**src/rtl/uop_fetch_multi.sv**
```systemverilog
// uop_fetch_multi: microcode fetch unit between the uop store and decode.
// Reads one uop word per cycle from a synchronous store (1-cycle latency) and
// delivers FETCH_WIDTH instruction slots per word through a small output queue.
// Ports:
//   clk, reset         clock, synchronous active-high reset
//   flush, flush_addr  drop queue and in-flight read, restart fetch at flush_addr
//   uop_rd_en, uop_addr, uop   uop store read port (data valid 1 cycle after strobe)
//   out_valid, out_ready       head-of-queue handshake
//   out_instr, out_tag, out_slot_valid   head entry fields, slot i in lane i
//   stalled, halted, queue_count         status
module uop_fetch_multi #(
    parameter int unsigned UOP_BUF_SIZE      = 128,
    parameter int unsigned FETCH_WIDTH       = 2,
    parameter int unsigned MAX_PREDICT_DEPTH = 3,
    parameter int unsigned TAG_BITS          = $clog2(MAX_PREDICT_DEPTH),
    parameter int unsigned QUEUE_DEPTH       = 4,
    parameter int unsigned RESET_ADDR        = 0,
    parameter int unsigned UOP_BUF_WIDTH     = FETCH_WIDTH*(32+TAG_BITS)+FETCH_WIDTH+1
) (
    input  logic                                clk,
    input  logic                                reset,
    input  logic                                flush,
    input  logic [$clog2(UOP_BUF_SIZE)-1:0]     flush_addr,
    output logic                                uop_rd_en,
    output logic [$clog2(UOP_BUF_SIZE)-1:0]     uop_addr,
    input  logic [UOP_BUF_WIDTH-1:0]            uop,
    output logic                                out_valid,
    input  logic                                out_ready,
    output logic [FETCH_WIDTH*32-1:0]           out_instr,
    output logic [FETCH_WIDTH*TAG_BITS-1:0]     out_tag,
    output logic [FETCH_WIDTH-1:0]              out_slot_valid,
    output logic                                stalled,
    output logic                                halted,
    output logic [$clog2(QUEUE_DEPTH+1)-1:0]    queue_count
);

    localparam int unsigned AW    = $clog2(UOP_BUF_SIZE);
    localparam int unsigned QCW   = $clog2(QUEUE_DEPTH+1);
    localparam int unsigned PW    = $clog2(QUEUE_DEPTH);
    localparam int unsigned PLW   = UOP_BUF_WIDTH - 1;   // stored payload: word without end bit
    localparam int unsigned INS_W = FETCH_WIDTH*32;
    localparam int unsigned TAG_W = FETCH_WIDTH*TAG_BITS;

    typedef enum logic {
        ST_RUN  = 1'b0,
        ST_HALT = 1'b1
    } state_e;

    state_e           state_q;
    logic [AW-1:0]    pc_q;
    logic             pending_q;
    logic [QCW-1:0]   count_q;
    logic [PW-1:0]    head_q;
    logic [PW-1:0]    tail_q;
    logic [PLW-1:0]   mem_q [QUEUE_DEPTH];

    logic             run_c;
    logic             credit_c;
    logic             issue_c;
    logic             enq_c;
    logic             end_c;
    logic             pop_c;
    logic [PLW-1:0]   head_w;

    function automatic logic [PW-1:0] ptr_inc(input logic [PW-1:0] p);
        return (32'(p) == QUEUE_DEPTH - 1) ? '0 : p + PW'(1);
    endfunction

    // Credit counts the in-flight read so a response always finds a free entry.
    assign credit_c = (32'(count_q) + 32'(pending_q)) < QUEUE_DEPTH;
    assign run_c    = (state_q == ST_RUN) && !reset && !flush;
    assign issue_c  = run_c && credit_c;
    assign enq_c    = pending_q && !flush && !reset;
    assign end_c    = enq_c && uop[UOP_BUF_WIDTH-1];

    assign uop_rd_en   = issue_c;
    assign uop_addr    = pc_q;
    assign stalled     = run_c && !credit_c;
    assign halted      = (state_q == ST_HALT);
    assign queue_count = count_q;

    // Head entry; flush and reset hide it for the cycle so no pop can occur.
    assign out_valid = (count_q != '0) && !flush && !reset;
    assign pop_c     = out_valid && out_ready;
    assign head_w    = (count_q != '0) ? mem_q[head_q] : '0;

    assign out_instr      = head_w[INS_W-1:0];
    assign out_tag        = head_w[INS_W +: TAG_W];
    assign out_slot_valid = head_w[INS_W+TAG_W +: FETCH_WIDTH];

    // Control state: run/halt, pc, in-flight read and queue pointers.
    always_ff @(posedge clk) begin
        if (reset) begin
            state_q   <= ST_RUN;
            pc_q      <= AW'(RESET_ADDR);
            pending_q <= 1'b0;
            count_q   <= '0;
            head_q    <= '0;
            tail_q    <= '0;
        end else if (flush) begin
            state_q   <= ST_RUN;
            pc_q      <= flush_addr;
            pending_q <= 1'b0;
            count_q   <= '0;
            head_q    <= '0;
            tail_q    <= '0;
        end else begin
            // A read issued alongside an arriving end word is dropped (never enqueued).
            pending_q <= issue_c && !end_c;
            if (issue_c && !end_c) begin
                pc_q <= pc_q + AW'(1);
            end
            if (end_c) begin
                state_q <= ST_HALT;
            end
            if (enq_c) begin
                tail_q <= ptr_inc(tail_q);
            end
            if (pop_c) begin
                head_q <= ptr_inc(head_q);
            end
            case ({enq_c, pop_c})
                2'b10:   count_q <= count_q + QCW'(1);
                2'b01:   count_q <= count_q - QCW'(1);
                default: count_q <= count_q;
            endcase
        end
    end

    // Queue storage; no reset needed, occupancy is tracked by count_q.
    always_ff @(posedge clk) begin
        if (enq_c) begin
            mem_q[tail_q] <= uop[PLW-1:0];
        end
    end

    a_no_overflow: assert property (@(posedge clk) disable iff (reset)
        !(enq_c && !pop_c && (32'(count_q) == QUEUE_DEPTH)));

endmodule

```
**config.mk**
```make
export PLATFORM = sky130hd
export DESIGN_NAME = uop_fetch_multi
export DESIGN_NICKNAME = d
export VERILOG_FILES = /design/src/rtl/uop_fetch_multi.sv
export SDC_FILE = /design/constraint.sdc
export NUM_CORES = 1
export LEC_CHECK = 0
export CORE_MARGIN = 3
export CORE_UTILIZATION = 54
export CTS_CLUSTER_DIAMETER = 200
export DETAILED_ROUTE_END_ITERATION = 10
export GPL_ROUTABILITY_DRIVEN = 0
export HOLD_SLACK_MARGIN = 0.05
export PLACE_DENSITY = 0.82
export REMOVE_ABC_BUFFERS = 1
export SYNTH_ARGS = -nofsm -noshare
export SYNTH_HDL_FRONTEND = slang
export SYNTH_SLANG_ARGS = --single-unit
```
**constraint.sdc**
```tcl
create_clock -name clk -period 3.49 [get_ports clk]
set_input_delay 0.698 -clock clk [delete_from_list [all_inputs] [get_ports clk]]
set_output_delay 0.698 -clock clk [all_outputs]
set_load 0.01 [all_outputs]
```
==> results of run 1 <==
-- cell families (layout without fill, tap and decap cells) --
kind of cell               after synthesis  after routing  share of synthesized area [%]
DFF                                    298            298                           76.3
AOI/OAI and AO/OA                       23             23                           1.58
adders and majority gates                8              8                          0.936
buffers and inverters                   37            250                           1.35
muxes                                   72             72                           13.9
other                                    0              1                              0
xor gates and xnor gates                 4              4                          0.305
and+or+nand+nor                        109            109                           5.66
-- routing by layer --
metal | routed length (um) | global-route usage, %
met5 | 20 | 0
met4 | 385 | 4.20
met3 | 1690 | 4.64
met2 | 11500 | 32.3
met1 | 9130 | 26.9
-- worst max-delay path: cells and delay by family (launching register included) --
| kind | cells | cell delay [ns] |
|---|---|---|
| buffers and inverters | 2 | 0.77 |
| flip-flops | 1 | 0.47 |
| multiplexers | 1 | 0.53 |
| AND/OR/NAND/NOR | 1 | 0.17 |
-- registers in the layout, indices dropped and copies added (netlist names), named ones only --
signal and count:
tail_q 2, head_q 2, halted 1, uop_addr 7
pending_q 1, mem_q 280, queue_count 3
-- where the power goes --
part | internal (W) | leakage [nW] | switching (W)
logic | 0.000143 | 1.46 | 0.000103
clock network | 0.00165 | 0.419 | 0.00119
registers | 0.00393 | 2.67 | 0.0000164
total | 0.00572 | 4.55 | 0.00131
-- placed cells by master (no fill, tap or decap), types with 5 or more instances in the layout --
cell,instances
a21oi_1,7
buf_12,9
buf_4,18
clkbuf_1,6
clkbuf_16,29
clkdlybuf4s50_1,165
clkinv_1,7
dfxtp_1,16
edfxtp_1,280
ha_1,7
inv_1,10
mux4_2,70
nor2_1,10
nor2b_1,73
nor3_1,5
-- layout make-up --
type | count | area [um^2] | share of cell area, %
Multi-Input combinational cell | 216 | 2600 | 17.8
Inverter | 10 | 37.5 | 0.258
Tap cell | 270 | 338 | 2.32
Clock inverter | 13 | 106 | 0.730
Timing Repair Buffer | 192 | 1970 | 13.5
Antenna cell | 1 | 2.50 | 0.0172
Sequential cell | 298 | 8780 | 60.2
Clock buffer | 35 | 748 | 5.13
-- worst paths after layout --
check / slack (ns) / end / cells past startpoint / start
setup reg to reg: 0.87 / queue_count[2] / 10 / queue_count[2]
setup / recovery: 0.30 / out_instr[5] / 4 / flop
hold reg to reg: 0.50 / flop / 2 / head_q[0]
hold / removal: 0.50 / flop / 2 / head_q[0]
-- through the flow --
stage | area (um^2) | worst slack, ns | cells
after floorplan | 11400 | -2.35 | 524
after global placement | 13700 | 0.553 | 979
after detailed placement | 13700 | 0.391 | 979
after CTS | 14500 | 0.0447 | 1027
after global routing | 14600 | 0.204 | 1034
final | 14600 | 0.304 | 1035
==> results.sh, run 1 <==
export IMPL_row_count=52
export IMPL_drc=0
export IMPL_timing_max_transition_violations_final=0
export IMPL_cts_num_sinks=298
export IMPL_synthArstFlopShare_pct=0
export IMPL_overflow=0
export IMPL_syn_area_um2=11500
export IMPL_cts_hold_buf=0
export IMPL_start_kind="flop"
export IMPL_maxCapViolCount=0
export IMPL_dieArea_um2=23100
export IMPL_final_util_pct=70.9
export IMPL_power_w=0.00703
export IMPL_die_w_um=152
export IMPL_synth_most_common_cell="edfxtp_1"
export IMPL_crit_arrival_ns=2.49
export IMPL_antenna_left=0
export IMPL_whs_ns=0.503
export IMPL_max_slew_margin_pct=60.4
export IMPL_crit_type="flop to output pin"
export IMPL_required_ns=2.79
export IMPL_core_um2=20600
export IMPL_outcome="finished clean"
export IMPL_cts_tree="yes"
export IMPL_port_buffers=165
export IMPL_final_nets=836
export IMPL_hold_viol=0
export IMPL_synth_top_area_share_pct=73.1
export IMPL_synth_top_flop_cell="edfxtp_1"
export IMPL_cts_buffer_depth=3
export IMPL_cts_buffers=28
export IMPL_clockRootBuffer="clkbuf_16"
export IMPL_p_leak_nw=4.55
export IMPL_fmax_mhz=314
export IMPL_dr_pass1_iters=5
export IMPL_ir_worst_vdd_mv=0.411
export IMPL_yosys_area_top_type="edfxtp_1"
export IMPL_power_density_nw_per_um2=483
export IMPL_syn_area_per_cell_um2=20.9
export IMPL_cts_setup_buffers=0
export IMPL_synthTopCellsByCount="edfxtp_1 (280), nor2b_1 (73), mux4_2 (70)"
export IMPL_cp_cell_sequence="buf_4, mux4_2, nor2b_1, clkdlybuf4s50_1"
export IMPL_grt_pass1_vias=6166
export IMPL_htreeDepth=1
export IMPL_fillers=1245
export IMPL_synthDistinctLibCells=38
export IMPL_dp_hpwl_mm=14.3
export IMPL_synthCells=551
export IMPL_initial_utilization_pct=55.9
export IMPL_grt_pass1_wl_mm=35.9
export IMPL_fin_crit_ns=3.19
export IMPL_die_h_um=152
export IMPL_path_max_fanout=12
export IMPL_period_share_pct=91.3
export IMPL_setup_tns_ns=0
export IMPL_routed_wl_mm=22.7
export IMPL_synth_seq_cells=298
export IMPL_syn_to_final_growth_pct=26.8
export IMPL_ys_seq_area_share_pct=76.3
export IMPL_ys_warn_count=0
export IMPL_rsz0062_at_grt="no"
export IMPL_tightest_slew_ns=0.579
export IMPL_ios=166
export IMPL_slowest_delay_ns=0.53
export IMPL_grt_antenna_before_repair=1
export IMPL_grt_max_degree=53
export IMPL_grt_util_all_layers_pct=19.5
export IMPL_vias=5916
export IMPL_drtIter0Drc=375
export IMPL_synth_area_top_cells="edfxtp_1 (73%), mux4_2 (14%), nor2b_1 (4.0%)"
export IMPL_hold_class="flop to flop"
export IMPL_critPathSlowestCell="mux4_2"
export IMPL_final_layout_size_suffix_gt1_share_pct=18.6
export IMPL_finalSetupViolations=0
export IMPL_vias_per_cell=5.72
export IMPL_fin_skew_ns=0.0168
export IMPL_clk_latency_ns=0.53
export IMPL_ctsResizeCount=0
export IMPL_drt_wirelength_per_cell_um=21.9
export IMPL_synth_edf_count=280
export IMPL_path_clk_slew_ns=0.06
export IMPL_endpoint_kind="output pin"
No activity file was read; power rests on OpenSTA's default activity.
==> run 2: changes to the inputs <==
--- a/config.mk
+++ b/config.mk
@@ -13,6 +13,7 @@
 export HOLD_SLACK_MARGIN = 0.05
 export PLACE_DENSITY = 0.82
 export REMOVE_ABC_BUFFERS = 1
+export SETUP_SLACK_MARGIN = 0.02
 export SYNTH_ARGS = -nofsm -noshare
 export SYNTH_HDL_FRONTEND = slang
 export SYNTH_SLANG_ARGS = --single-unit
==> results of run 2 <==
Same layout as run 1: the final DEF is identical, and so are final timing and power.
==> run 3: changes to the inputs <==
--- a/config.mk
+++ b/config.mk
@@ -6,12 +6,12 @@
 export NUM_CORES = 1
 export LEC_CHECK = 0
 export CORE_MARGIN = 3
-export CORE_UTILIZATION = 54
+export CORE_UTILIZATION = 35
 export CTS_CLUSTER_DIAMETER = 200
 export DETAILED_ROUTE_END_ITERATION = 10
 export GPL_ROUTABILITY_DRIVEN = 0
 export HOLD_SLACK_MARGIN = 0.05
-export PLACE_DENSITY = 0.82
+export PLACE_DENSITY = 0.58
 export REMOVE_ABC_BUFFERS = 1
 export SETUP_SLACK_MARGIN = 0.02
 export SYNTH_ARGS = -nofsm -noshare
==> constraint.sdc (replaced) <==
create_clock -name clk -period 3.8 [get_ports clk]
set_input_delay 0.76 -clock clk [delete_from_list [all_inputs] [get_ports clk]]
set_output_delay 0.76 -clock clk [all_outputs]
set_load 0.01 [all_outputs]
==> run 3 against run 2 <==
Die area up 52%; combinational power is 9.8% lower; critical path depth did not move; power shrank 5.6%; setup slack better by 0.090 ns; routed wire length rose by 4.4%; cell area up 1.4%; sequential cell count did not move; critical endpoint is now out_instr[50]; highest routed layer unchanged.
==> results.sh, run 3 (same netlist as run 1, synthesis figures left out) <==
export IMPL_outcome="finished clean"
export IMPL_row_count=65
export IMPL_r2r_start="queue_count[2]"
export IMPL_cp_cell_sequence="buf_4, mux4_2, nor2b_1, clkdlybuf4s50_1"
export IMPL_start_kind="flop"
export IMPL_hold_start="head_q[0]"
export IMPL_fin_area_um2=14800
export IMPL_maxCapViolCount=0
export IMPL_clockRootBuffer="clkbuf_16"
export IMPL_cts_hold_buf=0
export IMPL_ir_worst_vdd_mv=0.290
export IMPL_port_buffers=165
export IMPL_dp_slack_ns=0.525
export IMPL_fillers=2713
export IMPL_htreeDepth=1
export IMPL_final_layout_size_suffix_gt1_share_pct=18.7
export IMPL_final_nets=829
export IMPL_timing_max_transition_violations_final=0
export IMPL_ctsResizeCount=0
export IMPL_vias=5773
export IMPL_antenna_left=0
export IMPL_grt_pass1_wl_mm=37.0
export IMPL_dieArea_um2=35100
export IMPL_critPathSlowestCell="dfxtp_4"
export IMPL_grt_max_degree=43
export IMPL_tightest_slew_ns=0.723
export IMPL_core_um2=32000
export IMPL_fin_crit_ns=3.41
export IMPL_whs_ns=0.486
export IMPL_r2r_end="queue_count[2]"
export IMPL_drt_wirelength_per_cell_um=19.9
export IMPL_grt_antenna_before_repair=2
export IMPL_crit_type="flop to output pin"
export IMPL_path_buf_inv=2
export IMPL_hold_class="flop to flop"
export IMPL_p_leak_nw=4.54
export IMPL_dp_hpwl_mm=14.6
export IMPL_sw_frac_of_total_pct=18.6
export IMPL_pwr_share_seq_pct=54.6
export IMPL_grt_util_all_layers_pct=13.5
export IMPL_die_h_um=187
export IMPL_largest_reg_flops=280
export IMPL_fin_skew_ns=0.00723
export IMPL_final_cell_mix="edfxtp_1 (280), clkdlybuf4s50_1 (165), nor2b_1 (73), mux4_2 (70), clkbuf_16 (29)"
export IMPL_dr_pass1_iters=4
export IMPL_syn_to_final_growth_pct=28.5
export IMPL_clkPwrFrac_pct=42.1
export IMPL_crit_family="buffers and inverters"
export IMPL_ios=166
export IMPL_routed_wl_mm=23.7
export IMPL_period_share_pct=89.6
export IMPL_clk_latency_ns=0.53
export IMPL_pwr_share_comb_pct=3.3
export IMPL_grt_pass1_vias=6433
export IMPL_drtIter0Drc=265
export IMPL_overflow=0
export IMPL_endpoint_kind="output pin"
export IMPL_drc=0
export IMPL_vias_per_cell=4.84
export IMPL_hold_depth=2
export IMPL_crit_arrival_ns=2.65
export IMPL_intPower_w=0.00541
export IMPL_diodes=0
export IMPL_path_max_fanout=19
export IMPL_switchingPower_w=0.00123
export IMPL_cts_num_sinks=298
export IMPL_regToRegSetupSlack_ns=1.25
export IMPL_power_density_nw_per_um2=449
export IMPL_slowest_delay_ns=0.60
export IMPL_finalSetupViolations=0
export IMPL_initial_utilization_pct=36.0
export IMPL_path_clk_slew_ns=0.06
export IMPL_die_w_um=187
export IMPL_cts_buffer_depth=3
export IMPL_layout_commonest_cell="edfxtp_1"
export IMPL_r2r_cells=10
export IMPL_largest_register="mem_q"
export IMPL_max_slew_margin_pct=50.5
export IMPL_cts_setup_buffers=0
export IMPL_rsz0062_at_grt="no"
export IMPL_required_ns=3.04
export IMPL_cts_tree="yes"
export IMPL_placed_cell_area_um2=13800
export IMPL_fmax_mhz=294
export IMPL_hold_viol=0
export IMPL_cts_buffers=29
export IMPL_layout_setup_ws_ns=0.394
## run 3: cell count changes in the layout (fill, tap and decap cells not counted)
cell,change
clkinv_1,-5
clkinv_2,+1
bufinv_16,+1
clkinvlp_4,+2
clkbuf_1,-1
buf_12,-2
buf_4,-6
diode_2,-1
clkbuf_8,+4
## run 3: layout make-up
class	instances	area, um^2	share of cell area [%]
Tap cell	435	544	3.68
Sequential cell	298	8780	59.4
Clock buffer	38	800	5.41
Inverter	10	37.5	0.254
Timing Repair Buffer	184	1880	12.7
Clock inverter	12	138	0.932
Multi-Input combinational cell	216	2600	17.6
## run 3: layer usage
metal	vias to the layer above	GRT usage [%]	wire [um]
met1	2969	17.4	9800
met2	172	23.1	11800
met4	4	2.88	404
li1	2587	-	-
met5	-	0	27
met3	41	3.58	1710
## run 3: how the worst max path moves through the flow
stage / startpoint / endpoint / slack [ns] / depth (start not counted)
floorplan: queue_count[2] / queue_count[2] / -2.04 / 9
global route: flop / out_instr[14] / 0.21 / 4
CTS: flop / out_instr[50] / 0.30 / 4
global placement: reset / queue_count[2] / 0.60 / 10
finish: flop / out_instr[50] / 0.39 / 4
detailed placement: reset / queue_count[2] / 0.53 / 10
## run 3: worst register-to-register path: cells and delay by family, from the launching register on
family                   cells  cell delay [ns]
adder cells (fa/ha/maj)      2             0.55
AND/OR/NAND/NOR              4             0.74
flip-flops                   1             0.54
AO/OA/AOI/OAI                1             0.15
buffers and inverters        2             0.34
XOR/XNOR                     1             0.16
## run 3: per-stage QoR
step                util, %  setup TNS (ns)  total power, W  std cells
global placement       43.3               0         0.00391       1143
CTS                    46.2               0         0.00673       1193
global route           46.2               0         0.00687       1193
floorplan                 -         -102.65         0.00376        524
detailed placement     43.3               0         0.00392       1143
finish                 46.2               0         0.00664       1193
## run 3: power groups by stage
stage | clock (W) | combinational (W) | sequential [W]
5_1_grt | 0.00301 | 0.000240 | 0.00362
2_1_floorplan | 0 | 0.0000577 | 0.00370
3_3_place_gp | 0 | 0.000213 | 0.00369
4_1_cts | 0.00289 | 0.000225 | 0.00362
6_report | 0.00279 | 0.000222 | 0.00362
3_5_place_dp | 0 | 0.000224 | 0.00369
